===== config.mk =====
export PLATFORM = sky130hd
export DESIGN_NAME = instruction_frame_assembler_flat
export DESIGN_NICKNAME = d
export VERILOG_FILES = /design/src/rtl/instruction_frame_assembler_if.sv /design/src/rtl/instruction_frame_assembler.sv /design/src/flat_wrapper.sv
export SDC_FILE = /design/constraint.sdc
export NUM_CORES = 1
export LEC_CHECK = 0
export CORE_MARGIN = 2
export CORE_UTILIZATION = 45
export DETAILED_ROUTE_END_ITERATION = 8
export HOLD_SLACK_MARGIN = 0.05
export PLACE_DENSITY = 0.73
export RECOVER_POWER = 25
export SLEW_MARGIN = 20
export SYNTH_ARGS = -nofsm -noshare
export SYNTH_HDL_FRONTEND = slang
export SYNTH_SLANG_ARGS = --single-unit

===== constraint.sdc =====
create_clock -name clk -period 1.9 [get_ports clk]
set_input_delay 0.38 -clock clk [delete_from_list [all_inputs] [get_ports clk]]
set_output_delay 0.38 -clock clk [all_outputs]
set_load 0.01 [all_outputs]

===== src/rtl/instruction_frame_assembler_if.sv =====
// RX byte stream in, parallel instruction fields and frame status out.
// master = UART/loader side, slave = frame assembler.
interface instruction_frame_assembler_if;
  logic [7:0] rx_data;
  logic       rx_valid;
  logic [7:0] opcode;
  logic [7:0] sel;
  logic [7:0] op1h;
  logic [7:0] op1l;
  logic [7:0] op2h;
  logic [7:0] op2l;
  logic       load;
  logic       busy;
  logic       done;
  logic [7:0] instr_cnt;
  logic [7:0] err_cnt;

  modport master (
    output rx_data, rx_valid,
    input  opcode, sel, op1h, op1l, op2h, op2l,
    input  load, busy, done, instr_cnt, err_cnt
  );

  modport slave (
    input  rx_data, rx_valid,
    output opcode, sel, op1h, op1l, op2h, op2l,
    output load, busy, done, instr_cnt, err_cnt
  );
endinterface


===== src/rtl/instruction_frame_assembler.sv =====
// Frames sync + 6 field bytes (+ XOR checksum when CHECKSUM_EN is defined) into one instruction.
// Latency: load pulses 1 clk after the frame's final accepted byte.
// Backpressure: none; rx_valid is accepted every cycle, bytes outside a frame or after done are dropped.
module instruction_frame_assembler #(
  parameter int         NUMBER_OF_INSTRUCTIONS = 4,
  parameter logic [7:0] SYNC_BYTE              = 8'hA5,
  parameter int         TIMEOUT_CYCLES         = 100000
) (
  input logic                         clk,
  input logic                         rst,
  instruction_frame_assembler_if.slave bus
);

  localparam int            TW     = (TIMEOUT_CYCLES > 1) ? $clog2(TIMEOUT_CYCLES + 1) : 1;
  localparam logic [TW-1:0] T_LAST = TW'(TIMEOUT_CYCLES - 1);
  localparam logic [7:0]    N_LAST = 8'(NUMBER_OF_INSTRUCTIONS - 1);

  localparam logic [1:0] S_IDLE   = 2'd0;
  localparam logic [1:0] S_FIELDS = 2'd1;
`ifdef CHECKSUM_EN
  localparam logic [1:0] S_CHECK  = 2'd2;
`endif

  logic [1:0]    state;
  logic [2:0]    idx;
  logic [TW-1:0] timer;
`ifdef CHECKSUM_EN
  logic [7:0]    xsum;
`endif

  logic [7:0] opcode_q, sel_q, op1h_q, op1l_q, op2h_q, op2l_q;
  logic       load_q;
  logic       done_q;
  logic [7:0] instr_q;
  logic [7:0] err_q;

  logic start;
  logic take_field;
  logic last_field;
  logic timeout;
  logic deliver;
  logic bad;

  always_comb begin
    start      = (state == S_IDLE) && bus.rx_valid && (bus.rx_data == SYNC_BYTE) && !done_q;
    take_field = (state == S_FIELDS) && bus.rx_valid;
    last_field = take_field && (idx == 3'd5);
    // A byte arriving on the expiry cycle wins, so timeout needs !rx_valid.
    timeout    = (state != S_IDLE) && !bus.rx_valid && (timer == T_LAST);
`ifdef CHECKSUM_EN
    deliver    = (state == S_CHECK) && bus.rx_valid && (bus.rx_data == xsum);
    bad        = timeout || ((state == S_CHECK) && bus.rx_valid && (bus.rx_data != xsum));
`else
    deliver    = last_field;
    bad        = timeout;
`endif
  end

  always_ff @(posedge clk) begin
    if (rst) begin
      state <= S_IDLE;
      idx   <= 3'd0;
      timer <= '0;
`ifdef CHECKSUM_EN
      xsum  <= 8'h00;
`endif
    end else begin
      if ((state == S_IDLE) || bus.rx_valid || timeout) begin
        timer <= '0;
      end else begin
        timer <= timer + 1'b1;
      end

      case (state)
        S_IDLE: begin
          if (start) begin
            state <= S_FIELDS;
            idx   <= 3'd0;
`ifdef CHECKSUM_EN
            xsum  <= 8'h00;
`endif
          end
        end
        S_FIELDS: begin
          if (timeout) begin
            state <= S_IDLE;
            idx   <= 3'd0;
          end else if (take_field) begin
`ifdef CHECKSUM_EN
            xsum <= xsum ^ bus.rx_data;
`endif
            if (last_field) begin
              idx <= 3'd0;
`ifdef CHECKSUM_EN
              state <= S_CHECK;
`else
              state <= S_IDLE;
`endif
            end else begin
              idx <= idx + 3'd1;
            end
          end
        end
`ifdef CHECKSUM_EN
        S_CHECK: begin
          if (timeout || bus.rx_valid) begin
            state <= S_IDLE;
          end
        end
`endif
        default: state <= S_IDLE;
      endcase
    end
  end

  // Field registers hold the last frame until the next frame's first field byte.
  always_ff @(posedge clk) begin
    if (rst) begin
      opcode_q <= 8'h00;
      sel_q    <= 8'h00;
      op1h_q   <= 8'h00;
      op1l_q   <= 8'h00;
      op2h_q   <= 8'h00;
      op2l_q   <= 8'h00;
    end else if (take_field) begin
      case (idx)
        3'd0:    opcode_q <= bus.rx_data;
        3'd1:    sel_q    <= bus.rx_data;
        3'd2:    op1h_q   <= bus.rx_data;
        3'd3:    op1l_q   <= bus.rx_data;
        3'd4:    op2h_q   <= bus.rx_data;
        3'd5:    op2l_q   <= bus.rx_data;
        default: ;
      endcase
    end
  end

  always_ff @(posedge clk) begin
    if (rst) begin
      load_q  <= 1'b0;
      done_q  <= 1'b0;
      instr_q <= 8'h00;
      err_q   <= 8'h00;
    end else begin
      load_q <= deliver;
      if (deliver) begin
        instr_q <= instr_q + 8'd1;
        if (instr_q == N_LAST) begin
          done_q <= 1'b1;
        end
      end
      if (bad && (err_q != 8'hFF)) begin
        err_q <= err_q + 8'd1;
      end
    end
  end

  assign bus.opcode    = opcode_q;
  assign bus.sel       = sel_q;
  assign bus.op1h      = op1h_q;
  assign bus.op1l      = op1l_q;
  assign bus.op2h      = op2h_q;
  assign bus.op2l      = op2l_q;
  assign bus.load      = load_q;
  assign bus.busy      = (state != S_IDLE);
  assign bus.done      = done_q;
  assign bus.instr_cnt = instr_q;
  assign bus.err_cnt   = err_q;

endmodule


===== src/flat_wrapper.sv =====
// flat-port wrapper written by rule: the top's interface ports become plain ports
module instruction_frame_assembler_flat 
#(
  parameter int         NUMBER_OF_INSTRUCTIONS = 4,
  parameter logic [7:0] SYNC_BYTE              = 8'hA5,
  parameter int         TIMEOUT_CYCLES         = 100000
)
  (clk, rst, bus_rx_data, bus_rx_valid, bus_opcode, bus_sel, bus_op1h, bus_op1l, bus_op2h, bus_op2l, bus_load, bus_busy, bus_done, bus_instr_cnt, bus_err_cnt);
  instruction_frame_assembler_if bus_i ();
  input logic clk;
  input logic rst;
  input wire logic [$bits(bus_i.rx_data)-1:0] bus_rx_data;
  input wire logic [$bits(bus_i.rx_valid)-1:0] bus_rx_valid;
  output wire logic [$bits(bus_i.opcode)-1:0] bus_opcode;
  output wire logic [$bits(bus_i.sel)-1:0] bus_sel;
  output wire logic [$bits(bus_i.op1h)-1:0] bus_op1h;
  output wire logic [$bits(bus_i.op1l)-1:0] bus_op1l;
  output wire logic [$bits(bus_i.op2h)-1:0] bus_op2h;
  output wire logic [$bits(bus_i.op2l)-1:0] bus_op2l;
  output wire logic [$bits(bus_i.load)-1:0] bus_load;
  output wire logic [$bits(bus_i.busy)-1:0] bus_busy;
  output wire logic [$bits(bus_i.done)-1:0] bus_done;
  output wire logic [$bits(bus_i.instr_cnt)-1:0] bus_instr_cnt;
  output wire logic [$bits(bus_i.err_cnt)-1:0] bus_err_cnt;
  assign bus_i.rx_data = bus_rx_data;
  assign bus_i.rx_valid = bus_rx_valid;
  assign bus_opcode = bus_i.opcode;
  assign bus_sel = bus_i.sel;
  assign bus_op1h = bus_i.op1h;
  assign bus_op1l = bus_i.op1l;
  assign bus_op2h = bus_i.op2h;
  assign bus_op2l = bus_i.op2l;
  assign bus_load = bus_i.load;
  assign bus_busy = bus_i.busy;
  assign bus_done = bus_i.done;
  assign bus_instr_cnt = bus_i.instr_cnt;
  assign bus_err_cnt = bus_i.err_cnt;
  instruction_frame_assembler #(.NUMBER_OF_INSTRUCTIONS(NUMBER_OF_INSTRUCTIONS), .SYNC_BYTE(SYNC_BYTE), .TIMEOUT_CYCLES(TIMEOUT_CYCLES)) u_core (.clk(clk), .rst(rst), .bus(bus_i));
endmodule

==> flow_summary.json <==
{
  "path_cells": "or4b_4 -> or3_4 -> buf_4 -> nor3_4 -> nand3_2 -> mux2_4",
  "startpoint_type": "flop",
  "critPathSlowestCell": "or4b_4",
  "ys_warn_count": 0,
  "clockRootBuffer": "clkbuf_8",
  "grt_use_total_pct": 19.91,
  "met3_length_um": 335,
  "initial_utilization_pct": 46.22,
  "worstHoldEndpoint": "u_core.bus.err_cnt[2]",
  "antenna_found_initial": 0,
  "p_leak_nw": 1.869,
  "tightest_slew_ps": 583.4,
  "synth.top_cell.area_share_pct": 49.01,
  "synth_top_area_cell": "dfxtp_1",
  "status": "finished, violations left",
  "largest_reg_flops": 17,
  "ant_nets": 0,
  "path_class": "flop to flop",
  "max_cap_viol_count": 0,
  "n_antenna_cell": 0,
  "synthDistinctLibCells": 42,
  "insertion_delay_ps": 350,
  "largest-register": "u_core.timer",
  "dieHeight_um": 92.86,
  "drive_above_1_share_pct": 12.81,
  "routedWlPerCell_um": 13.74,
  "ys.flop_type": "dfxtp_1",
  "fin_crit_sh_pct": 108.6,
  "numCtsBuffers": 9,
  "cts_hold_buffers": 0,
  "grt_setup_unrepaired": "true",
  "dpl.hpwl_um": 6213,
  "grt_pass1_vias": 2942,
  "routed_wl_um": 8588,
  "cp-startpoint": "u_core.timer[12]",
  "place.gp.congestion": 0.8133,
  "critical_path_buf_inv_count": 1,
  "fin_skew_ps": 8.530,
  "timing.rr.start": "u_core.timer[12]",
  "worstHoldStart": "rst",
  "htreeDepth": 3,
  "utilization_pct": 63.48,
  "areaGrowthSynthToFinish_pct": 37.32,
  "crit_fanout": 2,
  "yosys-top-cells-area": "dfxtp_1, nand2_1, a21oi_1",
  "arrival_ps": 2310,
  "reg2reg_slack_ps": -160,
  "dr_wl_met2_um": 4273,
  "syn_area_mm2": 0.003553,
  "worst_path_dominant_cell_family": "simple AND/OR/NAND/NOR gates",
  "p_per_area_mw_per_mm2": 679.2,
  "vias": 3177,
  "grt_pass1_wl_um": 13570,
  "critPathRequiredTime_ps": 2150,
  "hold_depth": 2,
  "ys_ff_latch": 87,
  "whs_ps": 434.6,
  "io_buffers": 77,
  "fp.dieArea_mm2": 0.008623,
  "synth_edf_count": 0,
  "reg2regPathDepth": 6,
  "cts_buffer_depth": 2,
  "violations": "setup timing",
  "worstHoldPathType": "primary input to flop",
  "async_reset_ff_share_pct": 0,
  "hold_viol": 0,
  "layout_common_cells": "nand2_1, dfxtp_1, clkdlybuf4s50_1, a21oi_1, nor2_1",
  "max_stage_delay_ps": 520,
  "final_common_cell": "nand2_1",
  "max_freq_mhz": 484.8,
  "syn_area_per_cell_um2": 8.604,
  "cts.sinks": 87,
  "io_pins": 78,
  "rows": 32,
  "drc": 0,
  "maxSlewViolCount": 0,
  "drt_iter0_markers": 102,
  "max_slew_margin_pct": 61.11,
  "syn_nets": 432,
  "end_kind": "flop",
  "wl_met1_um": 3865,
  "path_clk_slew_ps": 90,
  "seq_area_frac_synth_pct": 49.01,
  "viasPerCell": 5.083,
  "fin_nets": 537,
  "min_period_ps": 2063,
  "fin_ws_ps": -162.8,
  "grt_overflow": 0,
  "die_w_um": 92.86,
  "highest_layer": "met4",
  "tritoncts": "done",
  "first_pass_iters": 4,
  "postSynthCellCount": 413,
  "core_mm2": 0.007687,
  "grt_start_max_net_pins": 33,
  "rr_endpoint": "u_core.bus.err_cnt[4]",
  "setup_viol": 11,
  "ir_drop_v": 0.0004657
}
synthesized netlist by cell type, types with 4 or more instances:
cell / n
nor2_1: 44
nand4_1: 5
nor2b_1: 6
nand3_1: 19
a21oi_1: 45
xor2_1: 16
dfxtp_1: 87
clkbuf_1: 16
ha_1: 8
inv_1: 8
and3_1: 11
nand2_1: 92
xnor2_1: 5
mux2i_1: 9
and4_1: 4
final cells by class:
| cell class | instances | area (um^2) |
|---|---|---|
| repair buffers | 112 | 1030 |
| fillers | 675 | 2808 |
| inverters | 8 | 30.03 |
| well taps | 102 | 127.6 |
| multi-input cells | 300 | 1729 |
| flip-flops and latches | 87 | 1743 |
| clock inverters | 7 | 96.34 |
| clock buffers | 9 | 123.9 |
worst max path at each step:
stage,depth (start not counted),endpoint,slack [ps]
after floorplan,5,u_core.bus.err_cnt[5],-190
after global placement,6,u_core.bus.err_cnt[3],-160
after global routing,6,u_core.bus.err_cnt[4],-240
final,6,u_core.bus.err_cnt[4],-160
after CTS,6,u_core.bus.err_cnt[4],-130
after detailed placement,6,u_core.bus.err_cnt[3],-190
where the power goes:
part	switching [mW]	total (mW)	leakage [nW]	internal, mW
logic	0.0585	0.0962	1.06	0.0377
registers	0.000147	1.82	0.701	1.82
clock network	0.652	1.40	0.114	0.745
stage by stage:
step                      TNS [ps]  cells  worst slack, ps  total power [mW]  area, um^2
after CTS                    -1303    625           -134.4             3.348        4898
after detailed placement     -3585    607           -190.4             1.961        4639
after floorplan             -460.5    413           -186.2             1.896        3555
final                       -733.5    625           -162.8             3.314        4880
after global placement       -1883    607           -157.0             1.960        4639
after global routing         -2306    625           -239.2             3.443        4880
layer usage:
layer	track usage (%)	vias to the layer above
met1	24.87	1506
met4	7.475	0
met5	0	-
met3	4.231	10
li1	-	1593
met2	33.70	68
repair_timing:
| item | in CTS | in global routing |
|---|---|---|
| pin swaps | 3 | 0 |
| endpoints found under the setup margin | 27 | 28 |
| gates cloned | 0 | 0 |
| setup buffers | 2 | 1 |
| gates resized for setup | 6 | 5 |
kinds of logic after synthesis:
family,synth area share (%)
muxes,4.331
adders and majority gates,2.817
xor gates and xnor gates,5.176
DFF,49.01
AOI/OAI and AO/OA,9.014
buffers and inverters,2.782
and+or+nand+nor,26.87
No activity file was read; power rests on OpenSTA's default activity.
